==> config.mk <==
export PLATFORM = sky130hd
export DESIGN_NAME = ins_line_fill
export DESIGN_NICKNAME = d
export VERILOG_FILES = /design/src/rtl/ins_fill_pkg.sv /design/src/rtl/fill_timeout_ctr.sv /design/src/rtl/ins_line_fill.sv
export SDC_FILE = /design/constraint.sdc
export NUM_CORES = 1
export LEC_CHECK = 0
export ABC_AREA = 1
export CAP_MARGIN = 5
export CORE_MARGIN = 2
export CORE_UTILIZATION = 45
export DETAILED_ROUTE_END_ITERATION = 10
export HOLD_SLACK_MARGIN = 0.1
export PLACE_DENSITY_LB_ADDON = 0.1
export SETUP_SLACK_MARGIN = 0.15
export SLEW_MARGIN = 20
export SYNTH_ARGS = -nofsm -noshare
export SYNTH_HDL_FRONTEND = slang
export SYNTH_SLANG_ARGS = --single-unit
==> constraint.sdc <==
create_clock -name clk -period 1.85 [get_ports clk]
set_clock_uncertainty 0.1 [all_clocks]
set_input_delay 0.185 -clock clk [delete_from_list [all_inputs] [get_ports clk]]
set_output_delay 0.185 -clock clk [all_outputs]
set_load 0.01 [all_outputs]
==> src/rtl/ins_fill_pkg.sv <==
// -----------------------------------------------------------------------------
// ins_fill_pkg
// Shared definitions for the instruction-cache line-fill engine:
//   - fill_state_e : fill controller states (IDLE, REQ, DONE)
//   - LINE_WORDS   : 32-bit words per cache line
//   - WORD_IDX_W   : width of the word index inside a line
//   - TIMER_W      : width of the per-word ack timeout counter
//   - word_addr()  : builds a word-aligned byte address from line + index
// -----------------------------------------------------------------------------
package ins_fill_pkg;

  localparam int LINE_WORDS  = 4;
  localparam int WORD_IDX_W  = 2;
  localparam int TIMER_W     = 8;
  localparam int WORD_W      = 32;
  localparam int LINE_W      = WORD_W * LINE_WORDS;
  // Byte address bits above the word index and byte offset.
  localparam int LINE_ADDR_W = 32 - WORD_IDX_W - 2;
  // Word counter needs one extra bit so it can reach LINE_WORDS.
  localparam int COUNT_W     = WORD_IDX_W + 1;

  typedef enum logic [1:0] {
    IDLE = 2'd0,
    REQ  = 2'd1,
    DONE = 2'd2
  } fill_state_e;

  function automatic logic [31:0] word_addr(input logic [LINE_ADDR_W-1:0] line,
                                            input logic [WORD_IDX_W-1:0]  idx);
    return {line, idx, 2'b00};
  endfunction

endpackage : ins_fill_pkg

==> src/rtl/fill_timeout_ctr.sv <==
// -----------------------------------------------------------------------------
// fill_timeout_ctr
// Per-word ack timer for the line-fill engine. Counts cycles in which a word
// request is outstanding without an acknowledge.
//
// Parameters:
//   TIMEOUT_CYC : number of waiting cycles that constitutes a timeout (1..255)
// Ports:
//   clk    in  : clock, rising edge
//   rstn   in  : asynchronous active-low reset
//   clear  in  : synchronous clear (takes priority over enable)
//   enable in  : count this cycle (request outstanding, no ack)
//   expire out : this waiting cycle is the TIMEOUT_CYC-th one in a row
// -----------------------------------------------------------------------------
module fill_timeout_ctr
  import ins_fill_pkg::*;
#(
  parameter int TIMEOUT_CYC = 255
) (
  input  logic clk,
  input  logic rstn,
  input  logic clear,
  input  logic enable,
  output logic expire
);

  localparam logic [TIMER_W-1:0] LAST_CNT = TIMER_W'(TIMEOUT_CYC - 1);

  logic [TIMER_W-1:0] count;

  // NOTE: sequential state is written with non-blocking assignments so every
  // flop samples the pre-edge values, independent of block ordering.
  always_ff @(posedge clk or negedge rstn) begin
    if (!rstn) begin
      count <= '0;
    end else if (clear) begin
      count <= '0;
    end else if (enable) begin
      count <= count + 1'b1;
    end
  end

  // The counter holds the number of already-elapsed waiting cycles, so the
  // cycle in which it equals TIMEOUT_CYC-1 is the last one allowed. The owner
  // leaves the waiting state on expire, so the counter never wraps.
  assign expire = enable && !clear && (count == LAST_CNT);

endmodule : fill_timeout_ctr

==> src/rtl/ins_line_fill.sv <==
// -----------------------------------------------------------------------------
// ins_line_fill
// Instruction-cache line-fill engine. On a fetch miss it reads the four words
// of the missed line from main memory, one request at a time, assembles them
// into a 128-bit line and pulses ovalid when the line is complete.
//
// Build option:
//   INS_LINE_FILL_CRITICAL_WORD_FIRST_EN
//     defined   : fetch starts at the missed word (ireq_addr[3:2]) and wraps
//     undefined : fetch always runs word 0,1,2,3
//   Either way each word lands in its own address slot of oline.
//
// Parameters:
//   TIMEOUT_CYC : max cycles waiting for imem_ack per word (1..255)
// Ports:
//   clk        in   1   clock, rising edge
//   rstn       in   1   asynchronous active-low reset
//   ireq       in   1   fetch miss: fill the line containing ireq_addr
//   ireq_addr  in   32  byte address of the missed instruction
//   iflush     in   1   abort an in-progress fill (taken branch)
//   omem_rd    out  1   word read request to main memory
//   omem_addr  out  32  word-aligned read address
//   imem_rdata in   32  read data, valid with imem_ack
//   imem_ack   in   1   read completes this cycle
//   oline      out  128 assembled line, word i at [32i+31:32i]
//   ovalid     out  1   one-cycle pulse: oline complete
//   obusy      out  1   fill in progress
//   oerr       out  1   one-cycle pulse: fill aborted by timeout
// -----------------------------------------------------------------------------
module ins_line_fill
  import ins_fill_pkg::*;
#(
  parameter int TIMEOUT_CYC = 255
) (
  input  logic              clk,
  input  logic              rstn,
  input  logic              ireq,
  input  logic [31:0]       ireq_addr,
  input  logic              iflush,
  output logic              omem_rd,
  output logic [31:0]       omem_addr,
  input  logic [31:0]       imem_rdata,
  input  logic              imem_ack,
  output logic [LINE_W-1:0] oline,
  output logic              ovalid,
  output logic              obusy,
  output logic              oerr
);

  fill_state_e              state;
  fill_state_e              state_nxt;
  logic [LINE_ADDR_W-1:0]   line;
  logic [WORD_IDX_W-1:0]    idx;
  logic [WORD_IDX_W-1:0]    start_idx;
  logic [COUNT_W-1:0]       count;
  logic [LINE_W-1:0]        line_data;
  logic                     err_pulse;
  logic                     accept;
  logic                     last_word;
  logic                     timer_clear;
  logic                     timer_enable;
  logic                     timer_expire;

  // ---------------------------------------------------------------------------
  // First word of the fill. The byte offset never matters; the word offset
  // only matters when fetching critical word first.
  // ---------------------------------------------------------------------------
`ifdef INS_LINE_FILL_CRITICAL_WORD_FIRST_EN
  logic unused_addr_bits;
  assign unused_addr_bits = ^ireq_addr[1:0];
  assign start_idx        = ireq_addr[3:2];
`else
  logic unused_addr_bits;
  assign unused_addr_bits = ^ireq_addr[3:0];
  assign start_idx        = '0;
`endif

  // A miss is accepted only from IDLE; a simultaneous flush wins.
  assign accept    = (state == IDLE) && ireq && !iflush;
  assign last_word = (count == COUNT_W'(LINE_WORDS - 1));

  // ---------------------------------------------------------------------------
  // Per-word timeout: counts REQ cycles without ack, restarts on every ack and
  // whenever the engine is not requesting.
  // ---------------------------------------------------------------------------
  assign timer_clear  = (state != REQ) || imem_ack;
  assign timer_enable = (state == REQ) && !imem_ack;

  fill_timeout_ctr #(
    .TIMEOUT_CYC (TIMEOUT_CYC)
  ) u_timeout (
    .clk    (clk),
    .rstn   (rstn),
    .clear  (timer_clear),
    .enable (timer_enable),
    .expire (timer_expire)
  );

  // ---------------------------------------------------------------------------
  // FSM state register
  // ---------------------------------------------------------------------------
  always_ff @(posedge clk or negedge rstn) begin
    if (!rstn) begin
      state <= IDLE;
    end else begin
      state <= state_nxt;
    end
  end

  // ---------------------------------------------------------------------------
  // FSM next-state logic
  // ---------------------------------------------------------------------------
  // NOTE: the default assignment at the top of a combinational block keeps
  // every path assigned, so no latch is inferred.
  always_comb begin
    state_nxt = state;
    unique case (state)
      IDLE: begin
        if (accept) begin
          state_nxt = REQ;
        end
      end
      REQ: begin
        // Flush aborts immediately and discards a same-cycle ack.
        if (iflush) begin
          state_nxt = IDLE;
        end else if (imem_ack && last_word) begin
          state_nxt = DONE;
        end else if (timer_expire) begin
          state_nxt = IDLE;
        end
      end
      DONE: begin
        // The completed line is reported regardless of a late flush.
        state_nxt = IDLE;
      end
      default: begin
        state_nxt = IDLE;
      end
    endcase
  end

  // ---------------------------------------------------------------------------
  // Fill datapath: request address, word bookkeeping and the line buffer.
  // ---------------------------------------------------------------------------
  // NOTE: the line buffer is a plain register bank, not a RAM, and must read
  // as zero straight out of reset, so it is reset along with the control state.
  always_ff @(posedge clk or negedge rstn) begin
    if (!rstn) begin
      line      <= '0;
      idx       <= '0;
      count     <= '0;
      line_data <= '0;
      err_pulse <= 1'b0;
    end else begin
      err_pulse <= 1'b0;
      unique case (state)
        IDLE: begin
          if (accept) begin
            line  <= ireq_addr[31:4];
            idx   <= start_idx;
            count <= '0;
          end
        end
        REQ: begin
          if (!iflush) begin
            if (imem_ack) begin
              // Words go to their address slot; slots not yet refilled keep
              // whatever the previous fill left there.
              for (int w = 0; w < LINE_WORDS; w++) begin
                if (idx == WORD_IDX_W'(w)) begin
                  line_data[WORD_W*w +: WORD_W] <= imem_rdata;
                end
              end
              idx   <= idx + 1'b1;
              count <= count + 1'b1;
            end else if (timer_expire) begin
              err_pulse <= 1'b1;
            end
          end
        end
        default: begin
        end
      endcase
    end
  end

  // ---------------------------------------------------------------------------
  // Outputs. The address is forced to zero outside REQ so idle reads as zero.
  // ---------------------------------------------------------------------------
  assign omem_rd   = (state == REQ);
  assign omem_addr = omem_rd ? word_addr(line, idx) : 32'd0;
  assign oline     = line_data;
  assign ovalid    = (state == DONE);
  assign obusy     = (state != IDLE);
  assign oerr      = err_pulse;

endmodule : ins_line_fill

After elaboration in Yosys (flattened, before gate mapping)
Cells that the tools add are included.
{ "totals": {"output_inout_bits": 164, "mem_bits_ro": 0, "ff_bits": 172, "inputBits": 69, "ramBits": 0, "latch_bits": 0, "n_memories": 0} }
{ "classes": {"reduce_logical": 22, "muxes": 20, "bitwise": 1, "shifts": 0, "addsub": 3, "n_div": 0, "multipliers": 0, "eq_ne": 12, "magnitude_cmp": 0} }
{ "op_table": {"columns": ["op", "count"], "rows": [
  ["32-bit 2-to-1 mux", 1],
  ["4-bit AND reduction", 5],
  ["8-bit 2-to-1 mux", 2],
  ["2-bit 2-to-1 mux", 7],
  ["3-bit 2-to-1 mux", 3],
  ["8-bit by 1-bit adder with 8-bit output (second input constant)", 1],
  ["8-bit == test (second input constant)", 1],
  ["2-bit case mux with 2 select lines", 2],
  ["2-bit == test (second input constant)", 3],
  ["1-bit logical AND", 6],
  ["3-bit case mux with 2 select lines", 1],
  ["2-bit nonzero test", 3],
  ["2-bit by 1-bit == test with 1-bit output (second input constant)", 2],
  ["2-bit logical NOT", 2],
  ["1-bit 2-to-1 mux", 4],
  ["2-bit by 1-bit != test with 1-bit output (second input constant)", 2],
  ["2-bit != test (second input constant)", 2],
  ["4-bit by 2-bit != test with 1-bit output (second input constant)", 1],
  ["2-bit AND reduction", 2],
  ["3-bit by 1-bit adder with 3-bit output (second input constant)", 1],
  ["3-bit by 2-bit == test with 1-bit output (second input constant)", 1],
  ["1-bit logical NOT", 3],
  ["2-bit by 1-bit adder with 2-bit output (second input constant)", 1],
  ["1-bit logical OR", 1],
  ["1-bit NOT", 1]
]} }

Logic depth before layout (Yosys ltp)
{ "depth": {"word_depth": 9, "depth_mapped": 7, "mapped_depth_nobuf": 7} }

By module
A second synthesis with hierarchy kept.
{ "hier_totals": {"cells_unflattened": 859, "area_unflattened_um2": 7504.7} }
{ "modules_own_cells": {"columns": ["module", "n_inst", "area_each_um2", "cells_each"], "rows": [
  ["ins_line_fill", 1, 7074.3, 806],
  ["fill_timeout_ctr", 1, 430.4, 53]
]} }

Worst setup path before layout
OpenSTA, ideal clock, no wires.
{ "synth_path": {"path_type": "register -> register", "startpoint": "register state[0]", "endpoint": "register line_data[108] (netlist: oline[108])", "setup_slack_ns": 0.466, "t_required_ns": 1.630, "t_arrival_ns": 1.164, "path_stages_with_launch": 7, "path_buffers": 1, "path_cell_list": "dfrtp_1 inv_2 nor2_8 nand3_4 buf_4 nand2_1 o21ai_2"} }
{ "synth_via": {"elab_chain_cells": 2} }
{ "synth_rtl": {"columns": ["item", "line", "source"], "rows": [
  ["start: declaration", "ins_line_fill.sv:50", "fill_state_e state;"],
  ["start signal: assignment", "ins_line_fill.sv:106", "state <= state_nxt;"],
  ["2-bit by 1-bit == test with 1-bit output", null, null],
  ["net omem_rd", "ins_line_fill.sv:40", "output logic omem_rd,"],
  ["4-bit AND reduction (no line)", null, null],
  ["end signal: indexed assignment", "ins_line_fill.sv:172", "line_data[WORD_W*w +: WORD_W] <= imem_rdata;"],
  ["end: declaration", "ins_line_fill.sv:56", "logic [LINE_W-1:0] line_data;"]
]} }
The timed path passes the listed nets, and every way through them passes these cells.
A chain may end at the register's enable or synchronous reset.

Worst setup path in the final report
{ "layout_path": {"startpoint": "register state[1]", "endpoint": "output omem_addr[6]"} }
{ "layout_via": {"elab_chain_cells": 2} }
{ "layout_rtl": {"columns": ["item", "line", "source"], "rows": [
  ["2-bit by 1-bit == test with 1-bit output", "ins_line_fill.sv:191", "assign omem_rd = (state == REQ);"],
  ["32-bit 2-to-1 mux", "ins_line_fill.sv:192", "assign omem_addr = omem_rd ? word_addr(line, idx) : 32'd0;"],
  ["end: declaration", "ins_line_fill.sv:41", "output logic [31:0] omem_addr,"]
]} }
No other way between the ends.

==> run_results.csv <==
group,metric,value,unit
status,status,"complete, no violations",
timing,period_share,93.8,%
floorplan,num_rows,45,
floorplan,die_area,16600,um2
timing,drv_slew,0,
setup_path,path_max_fanout,18,
synthesis,synth_warnings,0,
finish,nFillCells,1232,
placement,place_hpwl,11300,um
synthesis,syn_area_per_cell,9.95,um2
finish,multi_input_area,2120,um2
finish,area_growth_syn_to_layout,41.5,%
detailed_routing,wl_per_cell,14.7,um
detailed_routing,drt_iter0_drc,340,
setup_path,crit_type,"flip-flop to output port",
detailed_routing,vias_per_cell,4.85,
detailed_routing,num_vias,5509,
timing,relSlewSlack,66.7,%
grt,antenna_found_initial,0,
synthesis,synth_compound_area_share,13.7,%
synthesis,yosysSeqAreaShare,61.4,%
clock_tree,cts_tree,"done",
floorplan,start_util,46.1,%
power,power.density,1250,nW/um2
floorplan,die_h,129,um
setup_path,crit_path_start_kind,"flip-flop",
placement,gp_congestion,0.816,
finish,regArea,4300,um2
timing,worstMarginPinSlew,0.500,ns
power,clockPowerShare,26.4,%
setup_path,r2r.worst_path.cells,8,
synthesis,synth_top_area_share,61.4,%
clock_tree,cts_made_buffers,17,
hold_path,hp-class,"input port to async pin",
timing,fmax,576,MHz
power,seqPwrFrac,42.2,%
synthesis,synth_area_leaders,"dfrtp_1 (61%), nand2_1 (8.1%), o21ai_1 (6.4%)",
power,internal-power,0.00875,W
synthesis,synth_edf_count,0,
timing,setup_viol,0,
clock_tree,cts_htree_levels,4,
power,power_switching,0.00365,W
setup_path,cp.arrival,1.45,ns
finish,drive_above_1_share,14.0,%
timing,finalCriticalPeriod,1.74,ns
timing,tns,0,ns
grt,grt_pass1_vias,5439,
clock_tree,cts_setup_buffers,0,
synthesis,yosys.area_share.simple,14.7,%
setup_path,end_kind,"output port",
grt,grt_pass1_wl,26700,um
finish,num_antenna_cells,0,
clock_tree,path_clk_slew,0.06,ns
synthesis,yosysTopAreaCell,"dfrtp_1",
timing,rsz0062_at_grt,"true",
power,leakage,4.78,nW
detailed_routing,drt_drc_violations_left,0,
floorplan,io_pins,233,
timing,finalHoldViolCount,0,
clock_tree,cts-root-buf,"clkbuf_16",
synthesis,netlist_area,7010,um2
timing,fin_hold_ws,0.177,ns
synthesis,synth_top_family_by_area,"simple AND/OR/NAND/NOR gates",
clock_tree,cts_sinks,172,
grt,grt_max_degree,65,
grt,grt-ovfl-total,0,
detailed_routing,antenna_left,0,
finish,nets,1013,
detailed_routing,firstDrtPassIters,4,
floorplan,core,15200,um2
grt,grt_use_total,20.4,%
synthesis,yosysMostFrequentCell,"dfrtp_1",
floorplan,die_w,129,um
power,combPwrFrac,31.3,%
synthesis,synthXorXnorAreaFrac,0,%
power,peakVddDrop,0.604,mV
synthesis,synth_ff_type,"dfrtp_1",
synthesis,yosysUniqueCellTypes,22,
detailed_routing,drt_wl_total,16700,um
placement,portBuffers,226,
synthesis,synth-seq-cells,172,
clock_tree,clk_latency,0.42,ns
synthesis,synthMuxAreaShare,0,%
setup_path,cp.required,1.56,ns
flow_run,maxCapViolations,0,
synthesis,synth-adder-area-share,1.43,%
power,p_sw_share,29.5,%
synthesis,async_reset_ff_share,100,%
synthesis,synthTopCellsByCount,"dfrtp_1 (172), nand2_1 (151), o21ai_1 (90)",
clock_tree,clock_path_buffers,2,
synthesis,synthCells,704,
==> stage by stage <==
step                      utilization (%)  total power [W]  setup slack, ns  area [um2]  cells
after global routing                 65.2           0.0131           0.0395        9910   1136
after detailed placement             62.0          0.00928           0.0536        9420   1103
after CTS                            65.6           0.0126           0.0405        9970   1135
after floorplan                         -          0.00684            0.466        7010    705
final                                65.2           0.0124            0.115        9910   1136
after global placement               62.0          0.00917           0.0970        9420   1103
==> per-layer routing <==
layer | wire, um | share of wire, % | vias up | GRT usage [%]
li1 | - | - | 2702 | -
met1 | 7280 | 43 | 2612 | 27.0
met2 | 8150 | 49 | 184 | 32.9
met3 | 1170 | 7.0 | 11 | 6.32
met4 | 148 | 0.88 | 0 | 5.88
met5 | 0 | 0 | - | 0
==> cell usage in the layout (no fill, tap or decap), types with 3 or more instances in the layout <==
cell type / n
buf_4: 9
ha_1: 8
o21ai_0: 3
o21ai_2: 38
o21ai_1: 90
inv_1: 75
clkdlybuf4s15_2: 3
nand3_1: 9
dfrtp_1: 172
buf_2: 27
buf_12: 7
clkinv_4: 4
clkdlybuf4s50_1: 191
clkinv_2: 5
nor2_1: 74
buf_6: 3
nand4_1: 3
clkbuf_16: 18
a21oi_1: 32
nand2_1: 149
nand3_4: 4
==> critical path, cell delays in order, from the launching register on <==
cell             delay [ns]
dfrtp_1                0.40
inv_2                  0.09
nand2_4                0.07
buf_12                 0.15
nor2_2                 0.09
clkdlybuf4s15_2        0.23
==> registers in the layout (all words and copies together) (netlist names) <==
register and count:
count 3, idx 2, line 28, oerr 1
oline 128, state 2, u_timeout.count 8
==> logic make-up (layout without fill, tap and decap cells) <==
group | count (synthesis) | after routing
fa+ha+maj | 8 | 8
buf+inv | 112 | 355
other cells | 1 | 2
compound gates | 163 | 163
simple gates | 248 | 248
flops | 172 | 172
==> power groups by stage <==
stage / Sequential (W) / Combinational [W] / Clock (W)
floorplan: 0.00565 / 0.00120 / 0
global placement: 0.00527 / 0.00390 / 0
detailed placement: 0.00530 / 0.00398 / 0
CTS: 0.00524 / 0.00396 / 0.00337
global route: 0.00536 / 0.00425 / 0.00353
finish: 0.00524 / 0.00389 / 0.00328
==> final cells by class <==
cell class,instances,area share [%]
Sequential cell,172,43.4
Timing Repair Buffer,247,24.4
Multi-Input combinational cell,421,21.4
Clock buffer,20,4.51
Inverter,77,2.92
Tap cell,188,2.37
Clock inverter,11,0.984
==> what timing repair did <==
item                                    4_1_cts  5_1_grt
hold buffers                                  1        0
endpoints found under the setup margin       33       41
gates resized for setup                     109       27
gates cloned                                  0        1
hold endpoints to repair                    172        0
==> final timing paths <==
path | from | endpoint | slack, ns
max | state[1] | omem_addr[6] | 0.11
min | rstn | oline[71] | 0.18
max reg2reg | state[0] | oline[110] | 0.22
min reg2reg | oline[115] | oline[115] | 0.38
max in group asynchronous | rstn | oline[107] | 0.80
min in group clk | ireq_addr[4] | line[0] | 0.24
No activity file was read; power rests on OpenSTA's default activity.
